$ cat config.mk
export PLATFORM = sky130hd
export DESIGN_NAME = ofdm_symbol_sync_gen
export DESIGN_NICKNAME = d
export VERILOG_FILES = /design/src/rtl/ofdm_symbol_sync_gen.sv
export SDC_FILE = /design/constraint.sdc
export NUM_CORES = 1
export LEC_CHECK = 0
export CAP_MARGIN = 30
export CORE_ASPECT_RATIO = 1.1
export CORE_MARGIN = 5
export CORE_UTILIZATION = 35
export DETAILED_ROUTE_END_ITERATION = 16
export GPL_ROUTABILITY_DRIVEN = 0
export PLACE_DENSITY = 0.54
export SYNTH_ARGS = -nofsm -noshare
export SYNTH_HDL_FRONTEND = slang
export SYNTH_SLANG_ARGS = --single-unit
$ cat constraint.sdc
create_clock -name clock_clk -period 6.59 [get_ports clock_clk]
set_input_delay 0.659 -clock clock_clk [delete_from_list [all_inputs] [get_ports clock_clk]]
set_output_delay 0.659 -clock clock_clk [all_outputs]
set_load 0.02 [all_outputs]
$ cat src/rtl/ofdm_symbol_sync_gen.sv
// Symbol-timing detector: short vs long block averages on I and Q arm a
// SYMBOL_LEN-sample Avalon-ST capture, followed by a GUARD_LEN-cycle hold-off.
module ofdm_symbol_sync_gen #(
    parameter int DATA_W     = 16,
    parameter int LONG_LOG2  = 5,
    parameter int SHORT_LOG2 = 1,
    parameter int THRESHOLD  = 100,
    parameter int SYMBOL_LEN = 64,
    parameter int GUARD_LEN  = 512,
    parameter int NEGATE     = 1
) (
    input  logic                  clock_clk,
    input  logic                  reset_reset,
    input  logic                  sync_enable,
    input  logic [2*DATA_W-1:0]   asi_in0_data,
    input  logic                  asi_in0_valid,
    output logic [2*DATA_W-1:0]   aso_out0_data,
    output logic                  aso_out0_valid,
    output logic                  aso_out0_startofpacket,
    output logic                  aso_out0_endofpacket,
    output logic                  pre_sampling,
    output logic [1:0]            sync_state,
    output logic [15:0]           sync_count
);

    localparam int ACC_W   = DATA_W + LONG_LOG2;
    localparam int SHORT_N = 1 << SHORT_LOG2;
    localparam int SIDX_W  = (SHORT_LOG2 > 0) ? SHORT_LOG2 : 1;
    localparam int CNT_W   = $clog2(SYMBOL_LEN + 1);
    localparam int GUARD_W = (GUARD_LEN > 1) ? $clog2(GUARD_LEN) : 1;

    localparam logic [LONG_LOG2-1:0] LIDX_MAX = '1;
    localparam logic [DATA_W:0]      THR      = (DATA_W+1)'(THRESHOLD);
    localparam logic [DATA_W-1:0]    MIN_V    = {1'b1, {(DATA_W-1){1'b0}}};
    localparam logic [DATA_W-1:0]    MAX_V    = ~MIN_V;

    typedef enum logic [1:0] {
        ARM     = 2'd0,
        CAPTURE = 2'd1,
        GUARD   = 2'd2
    } state_t;

    state_t state_q, state_d;

    // Index 0 is the I channel, index 1 the Q channel.
    logic signed [DATA_W-1:0] x        [2];
    logic signed [ACC_W-1:0]  lacc     [2];
    logic signed [ACC_W-1:0]  sacc     [2];
    logic signed [ACC_W-1:0]  lsum     [2];
    logic signed [ACC_W-1:0]  ssum     [2];
    logic signed [DATA_W-1:0] long_avg [2];
    logic signed [DATA_W-1:0] lavg_new [2];
    logic signed [DATA_W-1:0] savg_new [2];
    logic signed [DATA_W:0]   diff     [2];
    logic        [DATA_W:0]   mag      [2];
    logic                     exceed   [2];

    logic [LONG_LOG2-1:0] lidx;
    logic [SIDX_W-1:0]    sidx;
    logic                 settled;
    logic [CNT_W-1:0]     out_cnt;
    logic [GUARD_W-1:0]   gcnt;

    logic long_done;
    logic short_done;
    logic trigger;
    logic guard_done;
    logic emit;

    assign x[0] = asi_in0_data[2*DATA_W-1:DATA_W];
    assign x[1] = asi_in0_data[DATA_W-1:0];

    function automatic logic [DATA_W-1:0] neg_sat(input logic signed [DATA_W-1:0] v);
        logic [DATA_W-1:0] r;
        if (NEGATE == 0) begin
            r = v;
        end else if (v == MIN_V) begin
            r = MAX_V;
        end else begin
            r = -v;
        end
        return r;
    endfunction

    assign long_done  = (lidx == LIDX_MAX);
    assign short_done = (int'(sidx) == SHORT_N - 1);

    // Distance uses the freshly completed short block against the long
    // average still held in the register (pre-update value).
    always_comb begin
        for (int c = 0; c < 2; c++) begin
            lsum[c]     = lacc[c] + ACC_W'(x[c]);
            ssum[c]     = sacc[c] + ACC_W'(x[c]);
            lavg_new[c] = DATA_W'(lsum[c] >>> LONG_LOG2);
            savg_new[c] = DATA_W'(ssum[c] >>> SHORT_LOG2);
            diff[c]     = (DATA_W+1)'(savg_new[c]) - (DATA_W+1)'(long_avg[c]);
            mag[c]      = diff[c][DATA_W] ? $unsigned(-diff[c]) : $unsigned(diff[c]);
            exceed[c]   = (mag[c] > THR);
        end
    end

    assign trigger = (state_q == ARM) && asi_in0_valid && short_done &&
                     sync_enable && settled && (exceed[0] || exceed[1]);

    assign guard_done = (GUARD_LEN == 0) || (int'(gcnt) + 1 >= GUARD_LEN);

    assign emit = (state_q == CAPTURE) && asi_in0_valid && (int'(out_cnt) != SYMBOL_LEN);

    always_comb begin
        state_d = state_q;
        case (state_q)
            ARM:     if (trigger) state_d = CAPTURE;
            CAPTURE: if (aso_out0_endofpacket) state_d = GUARD;
            GUARD:   if (guard_done) state_d = ARM;
            default: state_d = ARM;
        endcase
    end

    always_ff @(posedge clock_clk or posedge reset_reset) begin
        if (reset_reset) begin
            state_q <= ARM;
        end else begin
            state_q <= state_d;
        end
    end

    always_ff @(posedge clock_clk or posedge reset_reset) begin
        if (reset_reset) begin
            for (int c = 0; c < 2; c++) begin
                lacc[c]     <= '0;
                sacc[c]     <= '0;
                long_avg[c] <= '0;
            end
            lidx                   <= '0;
            sidx                   <= '0;
            settled                <= 1'b0;
            out_cnt                <= '0;
            gcnt                   <= '0;
            sync_count             <= '0;
            aso_out0_data          <= '0;
            aso_out0_valid         <= 1'b0;
            aso_out0_startofpacket <= 1'b0;
            aso_out0_endofpacket   <= 1'b0;
        end else begin
            aso_out0_valid         <= 1'b0;
            aso_out0_startofpacket <= 1'b0;
            aso_out0_endofpacket   <= 1'b0;
            case (state_q)
                ARM: begin
                    if (asi_in0_valid) begin
                        for (int c = 0; c < 2; c++) begin
                            if (long_done) begin
                                long_avg[c] <= lavg_new[c];
                                lacc[c]     <= '0;
                            end else begin
                                lacc[c]     <= lsum[c];
                            end
                            sacc[c] <= short_done ? '0 : ssum[c];
                        end
                        lidx <= long_done ? '0 : lidx + 1'b1;
                        sidx <= short_done ? '0 : sidx + 1'b1;
                        if (long_done) settled <= 1'b1;
                    end
                    if (trigger) out_cnt <= '0;
                end
                CAPTURE: begin
                    if (emit) begin
                        aso_out0_valid         <= 1'b1;
                        aso_out0_data          <= {neg_sat(x[0]), neg_sat(x[1])};
                        aso_out0_startofpacket <= (out_cnt == '0);
                        aso_out0_endofpacket   <= (int'(out_cnt) == SYMBOL_LEN - 1);
                        out_cnt                <= out_cnt + 1'b1;
                    end
                    // Leaving for GUARD: detector restarts from scratch on re-arm.
                    if (aso_out0_endofpacket) begin
                        sync_count <= sync_count + 16'd1;
                        for (int c = 0; c < 2; c++) begin
                            lacc[c]     <= '0;
                            sacc[c]     <= '0;
                            long_avg[c] <= '0;
                        end
                        lidx    <= '0;
                        sidx    <= '0;
                        settled <= 1'b0;
                        gcnt    <= '0;
                    end
                end
                GUARD: begin
                    gcnt <= gcnt + 1'b1;
                end
                default: ;
            endcase
        end
    end

    assign pre_sampling = (state_q != CAPTURE);
    assign sync_state   = state_q;

endmodule

### Word level (Yosys, flattened, before mapping)

Index checks and enable logic that the tools add are counted.

* register bits after elaboration: 192
* bits of input ports: 36
* output and inout port bits: 54
* word-level logic and storage cells: 113

* add/sub/neg operators: 16
* order comparisons: 3
* eq/ne operators: 14
* muxes and demuxes: 44
* reductions and logical operators: 19

Operators with widths (count)
* case mux 42 bit (2 select lines): 2
* two-way mux 42 bit: 3
* adder 21 x 16 -> 21 bit: 4
* two-way mux 21 bit: 4
* two-way mux 16 bit: 4
* two-way mux 32 bit: 2
* case mux 32 bit (2 select lines): 1
* greater-than comparator 17 x 7 -> 1 bit, second input constant: 2
* two-way mux 17 bit: 2
* negation 17 bit: 2
* subtractor 16 x 16 -> 17 bit: 2
* equality test 16 bit, second input constant: 2
* negation 16 bit: 2
* case mux 9 bit (2 select lines): 1
* adder 16 x 1 -> 16 bit, second input constant: 1
* two-way mux 5 bit: 3
* two-way mux 7 bit: 2
* case mux 7 bit (2 select lines): 1
* inequality test 2 bit, second input constant: 6
* two-way mux 1 bit: 11
* adder 9 x 1 -> 10 bit, second input constant: 1
* greater-or-equal comparator 10 bit, second input constant: 1
* case mux 5 bit (2 select lines): 1
* adder 9 x 1 -> 9 bit, second input constant: 1
* 21 further kinds: 35

### Logic depth before layout (Yosys ltp)

* depth after elaboration: 9
* depth in mapped cells: 25
* depth with buffers taken out: 24

### Worst setup path after synthesis

No wires, ideal clock.

* path kind: input-to-reg
* from: input asi_in0_data[16]
* to: register state_q[0] (netlist: sync_state[0])
* library setup time: 79 ps
* arrival time: 5179 ps
* data required time: 6511 ps
* setup slack: 1332 ps
* stages on the path: 25
* buffers on the path: 1
* cells stage by stage: ha_1 > inv_1 > fa_1 > nor2b_1 > o21ai_0 > a21boi_0 > o21a_1 > o21ai_0 > a21oi_1 > o31a_1 > a311oi_1 > xnor2_1 > ha_1 > and4_1 > and3_1 > a22o_1 > a31o_2 > a31oi_2 > buf_4 > nand3_1 > a22oi_1 > o22ai_1 > o2111a_1 > a31oi_4 > o21bai_1

* cells in the longest elaborated chain, start to end: 9

RTL lines
* start: declaration: line 15 `input logic [2*DATA_W-1:0] asi_in0_data,`
* adder 21 x 16 -> 21 bit *: line 93 `ssum[c] = sacc[c] + ACC_W'(x[c]);`
* subtractor 16 x 16 -> 17 bit *: line 96 `diff[c] = (DATA_W+1)'(savg_new[c]) - (DATA_W+1)'(long_avg[c]);`
* negation 17 bit: line 97 `mag[c] = diff[c][DATA_W] ? $unsigned(-diff[c]) : $unsigned(diff[c]);`
* two-way mux 17 bit *: line 97
* greater-than comparator 17 x 7 -> 1 bit *: line 98 `exceed[c] = (mag[c] > THR);`
* logical OR 1 bit *: line 103 `sync_enable && settled && (exceed[0] || exceed[1]);`
* logical AND 1 bit *: line 103
* inequality test 2 bit (no source line) *
* AND reduction 3 bit (no source line) *
* end signal: assignment: line 123 `state_q <= state_d;`
* end: declaration: line 43 `state_t state_q, state_d;`

Every way passes the cells marked *; elsewhere a longest branch is shown, timed or not.
A chain may end at the register's enable or synchronous reset.

### Worst setup path in the final report

* from: input asi_in0_data[17]
* to: register state_q[0] (netlist: sync_state[0])

Same word-level chain as after synthesis.

==> metrics.yaml <==
setup_path:
  cp_slowest_cell: "clkdlybuf4s50_1"
  r2r-start: "sacc[21]"
  required_ns: 6.93
  cp-end-kind: "register"
  ff2ff_setup_slack_ns: 0.91
  path_max_fanout: 13
  slowest_delay_ns: 0.59
  crit_arrival_ns: 6.36
  cp_common_cell: "o21ai_0"
  path_class: "input pin to register"
  cp-start-kind: "input pin"
  critPathTopFamily: "compound AO/OA/AOI/OAI gates"
  r2r-end: "sync_state[0]"
  critPathBufInv: 1
  worstRegToRegCells: 24
  worstPathCellList: "clkdlybuf4s50_1, ha_1, a21o_1, a21oi_1, o21ai_0, a21o_1, a21oi_1, o21ai_0, o41ai_1, o21ai_0, xor2_1, ha_1, and4_1, and3_1, a22o_1, a31o_2, a31oi_2, mux2i_1, a22oi_1, o22ai_1, o2111a_1, a31oi_4, o21bai_1"
die:
  initial_core_util_pct: 35.4
  die_w_um: 197
  top_level_ports: 90
  fp.coreArea_um2: 38100
  die_h_um: 216
  die_area_um2: 42600
  rows: 75
layout:
  antenna_cells: 0
  utilization_pct: 40.8
  nNetsFinal: 1697
  nFillCells: 3831
  regArea_um2: 4600
  multi_input_area_um2: 8320
  fin_cells: 2052
  syn_to_final_growth_pct: 15.3
  drive_gt1_share_pct: 6.25
cts:
  cts_sinks: 184
  numCtsBuffers: 17
  cts_tree: "done"
  ctsHoldBuffers: 0
  cts_resized: 0
  clk_pin_slew_ns: 0.07
  clockRootBuffer: "clkbuf_16"
  clock_latency_ns: 0.47
  cts_htree_levels: 4
  clock_tree.buffer_depth: 2
  cts_setup_buffers: 0
grt:
  grt_pass1_vias: 11200
  grtUsageTotal_pct: 17.6
  grt_pass1_wl_um: 60600
  antenna_found_initial: 0
  grt_max_degree: 110
  overflow: 0
sta:
  tns_ns: 0
  rsz0062_at_grt: "no"
  fmaxAchievable_mhz: 166
  maxSlewHeadroom_pct: 33.0
  fin_skew_ns: 0.0203
  setup_violations: 0
  min_period_ns: 6.01
  finalCritPeriodShare_pct: 91.2
  tightestPinTransition_ns: 1.00
  timing.final.max_slew_violations: 0
  hold_viol_final: 0
worst_hold_path:
  min_path_type: "register to register"
  hp-start: "sync_count[15]"
  min_to: "sync_count[15]"
  holdPathStages: 1
synth:
  ys_seq_area_share_pct: 34.1
  synth_cell_types: 85
  synth-seq-cells: 184
  syn_area_um2: 13500
  synthCells: 1461
  syn_nets: 1619
  synth_edf_count: 0
  ys_warn_count: 0
  async_flop_share_pct: 100
  ys.flop_type: "dfrtp_1"
  synth_area_per_cell_um2: 9.23
power_and_ir_drop:
  pwr-share-clk_pct: 13.6
  finalPower_uw: 7940
  p_sw_uw: 3810
  pwr_density_cell_nw_per_um2: 511
  p_leak_uw: 0.00673
  peakVddDrop_mv: 0.291
  p_seq_share_pct: 19.9
  p_sw_share_pct: 48.0
  internal-power_uw: 4130
  power_frac_comb_pct: 66.5
placed_design:
  dpl.cell_count: 2019
  portBuffers: 89
  dp_hpwl_um: 27800
detailed_routing:
  wirelength_um: 37200
  wire_per_inst_um: 18.1
  drt_iter0_drc: 560
  vias_per_cell: 5.51
  drc_errors: 0
  ant_nets: 0
  route.vias.total: 11300
  drt_pass1_iterations: 5
run:
  maxCapViolCount: 0
status:
  run_status: "completed"
## how the worst max path moves through the flow
stage                          start               end  cells after the start
global placement    asi_in0_data[17]     sync_state[0]                     23
global route        asi_in0_data[17]        out_cnt[1]                     23
floorplan                reset_reset  aso_out0_data[0]                      1
finish              asi_in0_data[17]     sync_state[0]                     23
CTS                 asi_in0_data[17]     sync_state[0]                     23
detailed placement  asi_in0_data[17]     sync_state[0]                     23
## flip-flops by register name (all words and copies together), names as in the netlist
register	flops
aso_out0_endofpacket	1
long_avg	32
sacc	34
short_done	1
settled	1
sync_count	16
lidx	5
aso_out0_valid	1
lacc	42
aso_out0_data	32
out_cnt	7
gcnt	9
sync_state	2
aso_out0_startofpacket	1
## final cells by class
class / count / area share, %
inverters: 85 / 2.10
well taps: 500 / 4.02
multi-input cells: 1141 / 53.5
clock inverters: 15 / 1.05
clock buffers: 17 / 2.74
flip-flops and latches: 184 / 29.6
repair buffers: 110 / 6.94
## Yosys cell counts, types with 18 or more instances
| library cell | count | area (µm²) |
|---|---|---|
| nor2_1 | 94 | 353 |
| xor2_1 | 46 | 403 |
| nor3_1 | 33 | 165 |
| clkbuf_1 | 36 | 135 |
| o21a_1 | 20 | 150 |
| dfrtp_1 | 184 | 4600 |
| nand2b_1 | 19 | 119 |
| nand3_1 | 33 | 165 |
| o22a_1 | 25 | 219 |
| inv_1 | 85 | 319 |
| a22o_1 | 87 | 762 |
| xnor2_1 | 80 | 701 |
| nor2b_1 | 18 | 113 |
| a21oi_1 | 75 | 375 |
| a21o_1 | 24 | 180 |
| o31ai_1 | 18 | 135 |
| nand2_1 | 100 | 375 |
| o21ai_0 | 79 | 395 |
| ha_1 | 116 | 1450 |
## cells in the final DEF (no fill, tap or decap), types with 25 or more instances in the layout
cell             count
a21oi_1             75
a22o_1              87
clkdlybuf4s50_1     89
dfrtp_1            184
ha_1               116
inv_1               84
nand2_1            100
nand3_1             33
nor2_1              93
nor3_1              33
o21ai_0             79
o22a_1              25
xnor2_1             80
xor2_1              46
## per-layer routing
layer	up-vias	global-route usage (%)	wire length [µm]	part of all wire [%]
li1	5557	-	-	-
met1	5522	22.1	16600	45
met2	191	30.8	18400	49
met3	35	2.89	1340	3.6
met4	0	5.96	882	2.4
met5	-	0	0	0
## per-stage QoR
step	hold slack, ns	instance area [µm²]	worst slack (ns)
4_1_cts	0.486	15500	0.592
3_3_place_gp	0.458	14900	0.223
5_1_grt	0.503	15500	0.00475
3_5_place_dp	0.469	15000	0.112
2_1_floorplan	0.443	13500	0.931
6_report	0.477	15500	0.578
## logic make-up (layout without fill, tap and decap cells)
family / count (synthesis) / count (layout) / share of synthesized area, %
AO/OA/AOI/OAI: 466 / 466 / 25.4
AND/OR/NAND/NOR: 421 / 421 / 15.9
flip-flops: 184 / 184 / 34.1
buffers and inverters: 136 / 227 / 4.28
XOR/XNOR: 126 / 126 / 8.18
adder cells (fa/ha/maj): 122 / 122 / 11.7
multiplexers: 6 / 6 / 0.455
## power groups by stage
stage / clock network (µW) / logic (µW) / registers [µW]
floorplan: 0 / 4140 / 1600
global placement: 0 / 5200 / 1590
detailed placement: 0 / 5260 / 1590
CTS: 1110 / 5280 / 1580
global route: 1150 / 5890 / 1610
finish: 1080 / 5280 / 1580
Power figures use the tool's default switching activity.
